$ cat src/rtl/muldiv_unit.sv
// Iterative RV64M multiply/divide unit: radix-2 shift-add multiply, restoring divide.
// One op in flight, valid/ready on both sides, flush aborts and drops any result.
module muldiv_unit #(
    parameter int XLEN  = 64,
    parameter bit HAS_W = 1'b1
) (
    input  logic            clk,
    input  logic            reset_n,
    input  logic            in_valid,
    output logic            in_ready,
    input  logic [3:0]      op,
    input  logic [XLEN-1:0] srca,
    input  logic [XLEN-1:0] srcb,
    input  logic            flush,
    output logic            out_valid,
    input  logic            out_ready,
    output logic [XLEN-1:0] result
);

    localparam int CW = $clog2(XLEN + 1);
    localparam bit W_OK = HAS_W && (XLEN == 64);
    localparam logic [1:0] ST_IDLE = 2'd0;
    localparam logic [1:0] ST_BUSY = 2'd1;
    localparam logic [1:0] ST_DONE = 2'd2;
    localparam logic [XLEN-1:0] XMIN = {1'b1, {(XLEN-1){1'b0}}};

    function automatic logic [XLEN-1:0] sext32(input logic [31:0] v);
        return XLEN'($signed(v));
    endfunction

    logic [1:0]        state_q,  state_d;
    logic [CW-1:0]     cnt_q,    cnt_d;
    logic [XLEN-1:0]   result_q, result_d;
    logic [2*XLEN-1:0] prod_q,   prod_d;
    logic [2*XLEN-1:0] mcand_q,  mcand_d;
    logic [XLEN-1:0]   mplier_q, mplier_d;
    logic [XLEN-1:0]   prem_q,   prem_d;
    logic [XLEN-1:0]   quo_q,    quo_d;
    logic [XLEN-1:0]   dvsr_q,   dvsr_d;
    logic              is_w_q,   is_w_d;
    logic              is_div_q, is_div_d;
    logic              is_rem_q, is_rem_d;
    logic              mul_hi_q, mul_hi_d;
    logic              b_sub_q,  b_sub_d;
    logic              neg_q_q,  neg_q_d;
    logic              neg_r_q,  neg_r_d;

    // Request decode and operand preparation for the accept edge.
    logic            in_w, in_illegal, in_div, in_sgn_div, in_a_signed;
    logic [31:0]     a_w, b_w;
    logic [XLEN-1:0] a_ext, b_ext, a_mag, b_mag;
    logic            a_neg, b_neg, b_zero, ovf, special;
    logic [XLEN-1:0] dividend_res, special_res;

    always_comb begin
        in_w        = op[3] && W_OK;
        in_illegal  = (op[3] && !W_OK) || (op[3] && !op[2] && (op[1:0] != 2'b00));
        in_div      = op[2];
        in_sgn_div  = op[2] && !op[0];
        in_a_signed = !op[3] && (op[1:0] != 2'b11);
        a_w         = srca[31:0];
        b_w         = srcb[31:0];
        if (in_w) begin
            a_ext = in_sgn_div ? sext32(a_w) : XLEN'(a_w);
            b_ext = in_sgn_div ? sext32(b_w) : XLEN'(b_w);
        end else begin
            a_ext = srca;
            b_ext = srcb;
        end
        a_neg  = in_sgn_div && a_ext[XLEN-1];
        b_neg  = in_sgn_div && b_ext[XLEN-1];
        a_mag  = a_neg ? -a_ext : a_ext;
        b_mag  = b_neg ? -b_ext : b_ext;
        b_zero = (b_ext == '0);
        if (in_w)
            ovf = in_sgn_div && (a_w == 32'h8000_0000) && (b_w == 32'hFFFF_FFFF);
        else
            ovf = in_sgn_div && (srca == XMIN) && (&srcb);
        special      = in_illegal || (in_div && (b_zero || ovf));
        // Both divide-by-zero REM and overflow DIV return the (W-extended) dividend.
        dividend_res = in_w ? sext32(a_w) : srca;
        if (in_illegal)
            special_res = '0;
        else if (b_zero)
            special_res = op[1] ? dividend_res : '1;
        else
            special_res = op[1] ? '0 : dividend_res;
    end

    // One iteration of each datapath; only the one matching the op matters.
    logic            last_iter;
    logic [2*XLEN-1:0] addend, prod_nx;
    logic [XLEN:0]   shifted;
    logic            ge;
    logic [XLEN-1:0] rem_sub, prem_nx, quo_nx;
    logic [XLEN-1:0] q_fix, r_fix, div_res, mul_res, raw_res, final_res;

    always_comb begin
        last_iter = (cnt_q == CW'(1));
        addend    = mplier_q[0] ? mcand_q : '0;
        // The MSB of a signed multiplier carries negative weight.
        prod_nx   = (last_iter && b_sub_q) ? prod_q - addend : prod_q + addend;
        shifted   = {prem_q, quo_q[XLEN-1]};
        ge        = (shifted >= {1'b0, dvsr_q});
        rem_sub   = shifted[XLEN-1:0] - dvsr_q;
        prem_nx   = ge ? rem_sub : shifted[XLEN-1:0];
        quo_nx    = {quo_q[XLEN-2:0], ge};
        q_fix     = neg_q_q ? -quo_nx : quo_nx;
        r_fix     = neg_r_q ? -prem_nx : prem_nx;
        div_res   = is_rem_q ? r_fix : q_fix;
        mul_res   = mul_hi_q ? prod_nx[2*XLEN-1:XLEN] : prod_nx[XLEN-1:0];
        raw_res   = is_div_q ? div_res : mul_res;
        final_res = is_w_q ? sext32(raw_res[31:0]) : raw_res;
    end

    always_comb begin
        state_d  = state_q;
        cnt_d    = cnt_q;
        result_d = result_q;
        prod_d   = prod_q;
        mcand_d  = mcand_q;
        mplier_d = mplier_q;
        prem_d   = prem_q;
        quo_d    = quo_q;
        dvsr_d   = dvsr_q;
        is_w_d   = is_w_q;
        is_div_d = is_div_q;
        is_rem_d = is_rem_q;
        mul_hi_d = mul_hi_q;
        b_sub_d  = b_sub_q;
        neg_q_d  = neg_q_q;
        neg_r_d  = neg_r_q;

        if (flush) begin
            state_d = ST_IDLE;
        end else begin
            case (state_q)
                ST_IDLE: begin
                    if (in_valid) begin
                        is_w_d   = in_w;
                        is_div_d = in_div;
                        is_rem_d = op[1];
                        mul_hi_d = !op[3] && (op[1:0] != 2'b00);
                        b_sub_d  = !op[3] && !op[1];
                        neg_q_d  = a_neg ^ b_neg;
                        neg_r_d  = a_neg;
                        prod_d   = '0;
                        if (in_w)
                            mcand_d = (2*XLEN)'(a_w);
                        else if (in_a_signed)
                            mcand_d = (2*XLEN)'($signed(srca));
                        else
                            mcand_d = (2*XLEN)'(srca);
                        mplier_d = in_w ? XLEN'(b_w) : srcb;
                        prem_d   = '0;
                        // W dividends start at the top so 32 steps finish the job.
                        quo_d    = in_w ? (a_mag << (XLEN - 32)) : a_mag;
                        dvsr_d   = b_mag;
                        if (special) begin
                            result_d = special_res;
                            state_d  = ST_DONE;
                        end else begin
                            cnt_d   = in_w ? CW'(32) : CW'(XLEN);
                            state_d = ST_BUSY;
                        end
                    end
                end
                ST_BUSY: begin
                    prod_d   = prod_nx;
                    mcand_d  = mcand_q << 1;
                    mplier_d = mplier_q >> 1;
                    prem_d   = prem_nx;
                    quo_d    = quo_nx;
                    cnt_d    = cnt_q - CW'(1);
                    if (last_iter) begin
                        result_d = final_res;
                        state_d  = ST_DONE;
                    end
                end
                ST_DONE: begin
                    if (out_ready)
                        state_d = ST_IDLE;
                end
                default: state_d = ST_IDLE;
            endcase
        end
    end

    always_ff @(posedge clk or negedge reset_n) begin
        if (!reset_n) begin
            state_q  <= ST_IDLE;
            cnt_q    <= '0;
            result_q <= '0;
            prod_q   <= '0;
            mcand_q  <= '0;
            mplier_q <= '0;
            prem_q   <= '0;
            quo_q    <= '0;
            dvsr_q   <= '0;
            is_w_q   <= 1'b0;
            is_div_q <= 1'b0;
            is_rem_q <= 1'b0;
            mul_hi_q <= 1'b0;
            b_sub_q  <= 1'b0;
            neg_q_q  <= 1'b0;
            neg_r_q  <= 1'b0;
        end else begin
            state_q  <= state_d;
            cnt_q    <= cnt_d;
            result_q <= result_d;
            prod_q   <= prod_d;
            mcand_q  <= mcand_d;
            mplier_q <= mplier_d;
            prem_q   <= prem_d;
            quo_q    <= quo_d;
            dvsr_q   <= dvsr_d;
            is_w_q   <= is_w_d;
            is_div_q <= is_div_d;
            is_rem_q <= is_rem_d;
            mul_hi_q <= mul_hi_d;
            b_sub_q  <= b_sub_d;
            neg_q_q  <= neg_q_d;
            neg_r_q  <= neg_r_d;
        end
    end

    assign in_ready  = (state_q == ST_IDLE);
    assign out_valid = (state_q == ST_DONE);
    assign result    = result_q;

endmodule

$ cat config.mk
export PLATFORM = sky130hd
export DESIGN_NAME = muldiv_unit
export DESIGN_NICKNAME = d
export VERILOG_FILES = /design/src/rtl/muldiv_unit.sv
export SDC_FILE = /design/constraint.sdc
export NUM_CORES = 2
export LEC_CHECK = 0
export ABC_AREA = 0
export BUFFER_PORTS_ARGS = -buffer_cell sky130_fd_sc_hd__buf_2
export CAP_MARGIN = 10
export CELL_PAD_IN_SITES_DETAIL_PLACEMENT = 0
export CELL_PAD_IN_SITES_GLOBAL_PLACEMENT = 1
export CORE_MARGIN = 8
export CORE_UTILIZATION = 43
export CTS_CLUSTER_DIAMETER = 60
export DETAILED_ROUTE_END_ITERATION = 10
export PLACE_DENSITY_LB_ADDON = 0.05
export REMOVE_ABC_BUFFERS = 1
export SETUP_SLACK_MARGIN = 0.15
export SYNTH_ARGS = -nofsm -noshare
export SYNTH_HDL_FRONTEND = slang
export SYNTH_SLANG_ARGS = --single-unit
$ cat constraint.sdc
create_clock -name clk -period 8.55 [get_ports clk]
set_clock_uncertainty 0.2 [all_clocks]
set_input_delay 1.2825 -clock clk [delete_from_list [all_inputs] [get_ports clk]]
set_output_delay 1.2825 -clock clk [all_outputs]
set_load 0.01 [all_outputs]
==> run_results.csv <==
group,metric,value,unit
critical_path,critical_path_required,8.89,ns
cts,clk_latency,0.71,ns
critical_path,r2r_start,"mcand_q[8]",
worst_hold_path,min_to,"result[8]",
detailed_routing,avgRoutedWirePerCell,27.1,µm
timing,max_slew.worst_pin.slew,1.44,ns
cts,clk_path_buf_depth,3,
critical_path,r2r-end,"result[38]",
global_routing,gr-total-overflow,0,
timing,hold_violations,0,
detailed_routing,wirelength,230000,µm
global_routing,grt_max_degree,154,
yosys,synthXorXnorAreaFrac,0.0786,
critical_path,max_stage_delay,0.61,ns
yosys,synthSimpleGateAreaFrac,0.225,
critical_path,reg2reg_depth,24,
die,die_x,360,µm
die,fp.dieArea,130000,µm²
placed_design,place_inst,8315,
worst_hold_path,worstHoldStart,"result[8]",
finish,drive_gt1_frac,0.0892,
cts,clkTransAtPathRegs,0.06,ns
outcome,status,"completed",
die,initial_core_util,0.433,
cts,cts_root_buf,"clkbuf_16",
yosys,synth-edff-count,0,
critical_path,crit_slowest_cell,"or4_1",
yosys,synth_compound_area_frac,0.293,
timing,hold_slack,0.274,ns
critical_path,worstSetupEndpointType,"register",
detailed_routing,drt_iter0_markers,5790,
detailed_routing,drc,0,
global_routing,antenna_found_initial,15,
power_and_ir_drop,p_leak,23.9,nW
yosys,synth.distinct_cells,114,
cts,cts_hold_buf,0,
timing,relSlewSlack,0.0390,
timing,finalCriticalPeriod,8.19,ns
die,core,118000,µm²
cts,cts_tree,"done",
power_and_ir_drop,power.density,501,nW/µm²
critical_path,r2r_slack,0.36,ns
critical_path,cp-start-kind,"register",
power_and_ir_drop,peakVddDrop,0.217,mV
yosys,synth_flop_cell,"dfrtp_1",
timing,max_freq,122,MHz
critical_path,cp_max_fo,11,
die,pin_count,203,
placed_design,gp_congestion,0.996,
placed_design,post-place-ws,0.288,ns
placed_design,placed_area,53300,µm²
critical_path,path_cells,"or4_1, nor4_2, nand3b_1, a21o_1, nor2_1, nor2_1, or2_2, o211ai_1, ha_1, nand4_1, or3_1, a2111oi_1, or3_1, o21ai_1, o211ai_1, a21oi_1, o21ai_1, a31oi_1, o21ai_0, xor2_1, mux2i_1, o32ai_1, nor3_1, o221ai_1",
critical_path,critPathBufInv,0,
finish,fin_nets,7214,
yosys,yosysWarnings,0,
yosys,muxShareOfSynthArea,0.0143,
timing,slew_violations,0,
detailed_routing,viasPerCell,6.30,
timing,setup_ws,0.360,ns
cts,cts_setup_buffers,0,
critical_path,crit_start,"mcand_q[8]",
worst_hold_path,hp-class,"register to register",
yosys,yosysSeqAreaShare,0.290,
yosys,syn_inst,6917,
timing,fin_crit_sh,0.958,
placed_design,io_buffer_count,202,
yosys,synth_fa_ha_area_frac,0.0500,
worst_hold_path,whs_path_depth,2,
placed_design,dp_hpwl,178000,µm
global_routing,grt_pass1_vias,50648,
cts,cts_made_buffers,95,
global_routing,grt_pass1_wl,338000,µm
finish,final_cells,8497,
die,core.rowCount,126,
finish,finalInstanceArea,56700,µm²
die,die_h,360,µm
yosys,netlist_area,51000,µm²
detailed_routing,firstDrtPassIters,6,
critical_path,cp_top_family,"compound AO/OA/AOI/OAI gates",
critical_path,path_class,"register to register",
detailed_routing,vias,53494,
yosys,async_flop_share,1.00,
cts,cts.sinks,592,
job,cap_violations,0,
finish,area_growth,11.2,%
yosys,synth_top_family_by_area,"compound AO/OA/AOI/OAI gates",
global_routing,grt_usage,0.337,
timing,rsz0062_at_grt,"no",
timing,setup_viol,0,
yosys,synth_area_per_cell,7.38,µm²
critical_path,worstPathArrival,8.53,ns
yosys,synth_seq_cells,592,
detailed_routing,drt.antenna.violating_nets,0,
cts,htree_levels,3,
==> worst min-delay path, cell delays in order, from the launching register on <==
cell     delay, ns
dfrtp_1       0.33
nand2_1       0.04
o21ai_0       0.06
==> state kept, by name, indices dropped and copies added, names as in the netlist, 2 cells and up <==
signal    flops
result       64
state_q       2
prem_q       64
mplier_q     64
cnt_q         7
mcand_q     128
dvsr_q       64
quo_q        64
prod_q      128
==> layout by cell type, fill, tap and decap left out, types with 18 or more instances in the layout <==
cell type and count:
mux2i_1 54, a21boi_0 21, a221oi_1 32, buf_2 200, nor2b_1 25, o21ai_0 661, buf_4 120, inv_1 175
dfrtp_1 587, nand4_1 121, a21o_1 94, a211o_1 19, nor4_1 49, nor3_1 144, o21a_1 45, xnor2_1 250
a21oi_1 689, nand2_1 1127, nand2b_1 46, nor2_1 663, and3_1 34, and2_1 22, a211oi_1 70, a22o_1 116
ha_1 199, o21ai_1 29, or3_1 80, nand3_1 110, a31oi_1 138, or2_2 18, o21bai_1 46, o41ai_1 37
o211ai_1 65, o221ai_1 38, clkbuf_16 98, xor2_1 208, or4_1 47, o31ai_1 101
==> power by group <==
group | internal (mW) | leakage, nW | switching [mW] | total (mW)
registers | 4.03 | 7.43 | 1.52 | 5.55
logic | 5.96 | 14.9 | 12.7 | 18.7
clock network | 2.62 | 1.65 | 1.58 | 4.20
total | 12.6 | 23.9 | 15.8 | 28.4
==> cell families after synthesis <==
kind of cell / after synthesis
XOR/XNOR: 458
multiplexers: 71
AO/OA/AOI/OAI: 2383
AND/OR/NAND/NOR: 2566
flip-flops: 592
buffers and inverters: 644
adder cells (fa/ha/maj): 203
==> Yosys cell counts (13+ instances only) <==
library cell / number / area share
ha_1: 199 / 0.049
o311ai_0: 13 / 0.0022
o41ai_1: 37 / 0.0064
xnor2_1: 250 / 0.043
o21bai_1: 46 / 0.0068
nand4_1: 121 / 0.015
mux2_2: 16 / 0.0035
inv_1: 176 / 0.013
nor2b_1: 26 / 0.0032
or2_2: 18 / 0.0022
a31oi_1: 138 / 0.017
nor3_1: 144 / 0.014
o221ai_1: 38 / 0.0065
nand3_1: 110 / 0.011
o21ai_1: 29 / 0.0028
buf_1: 40 / 0.0029
o21ai_0: 664 / 0.065
nor2_1: 670 / 0.049
nand2_1: 1129 / 0.083
a211o_1: 19 / 0.0033
dfrtp_1: 592 / 0.29
o22ai_1: 14 / 0.0017
or4_1: 47 / 0.0069
mux2i_1: 54 / 0.011
buf_2: 31 / 0.0030
o31ai_1: 102 / 0.015
a211oi_1: 71 / 0.010
or3_1: 80 / 0.0098
o211ai_1: 65 / 0.0096
nor4_1: 51 / 0.0063
o21a_1: 46 / 0.0068
clkbuf_1: 390 / 0.029
a21oi_1: 690 / 0.068
a21boi_0: 21 / 0.0031
nand2b_1: 50 / 0.0061
and2_1: 24 / 0.0029
and3_1: 34 / 0.0042
a22o_1: 116 / 0.020
a21o_1: 94 / 0.014
xor2_1: 208 / 0.036
a221oi_1: 32 / 0.0055
==> final cells by class <==
class | count | area [µm²]
Antenna cell | 8 | 20.0
Clock buffer | 124 | 2700
Clock inverter | 50 | 672
Fill cell | 12003 | 61200
Inverter | 179 | 672
Multi-Input combinational cell | 5681 | 33900
Sequential cell | 592 | 14800
Tap cell | 1536 | 1920
Timing Repair Buffer | 327 | 2040
==> routing by layer <==
metal | global-route usage | part of all wire
met5 | 0 | 0.000091
met4 | 0.162 | 0.058
met3 | 0.0649 | 0.081
met2 | 0.516 | 0.43
met1 | 0.457 | 0.43
==> metrics by stage <==
| step | utilization | power (mW) | setup TNS, ns |
|---|---|---|---|
| after floorplan | - | 17.4 | -4257.03 |
| after global placement | 0.452 | 23.8 | 0 |
| after detailed placement | 0.452 | 23.8 | 0 |
| after CTS | 0.481 | 28.1 | 0 |
| after global routing | 0.481 | 30.1 | 0 |
| final | 0.481 | 28.4 | 0 |
==> worst max-delay path by stage <==
stage / to / cells past startpoint
4_1_cts: result[38] / 24
6_report: result[38] / 24
3_3_place_gp: result[38] / 24
3_5_place_dp: result[38] / 24
2_1_floorplan: mcand_q[100] / 3
5_1_grt: result[49] / 27
==> timing repair <==
action,in CTS,in global routing
endpoints found under the hold margin,0,0
resized for setup,0,4
setup endpoints to repair,0,3
Note: power is estimated with default switching activity, not from simulation.
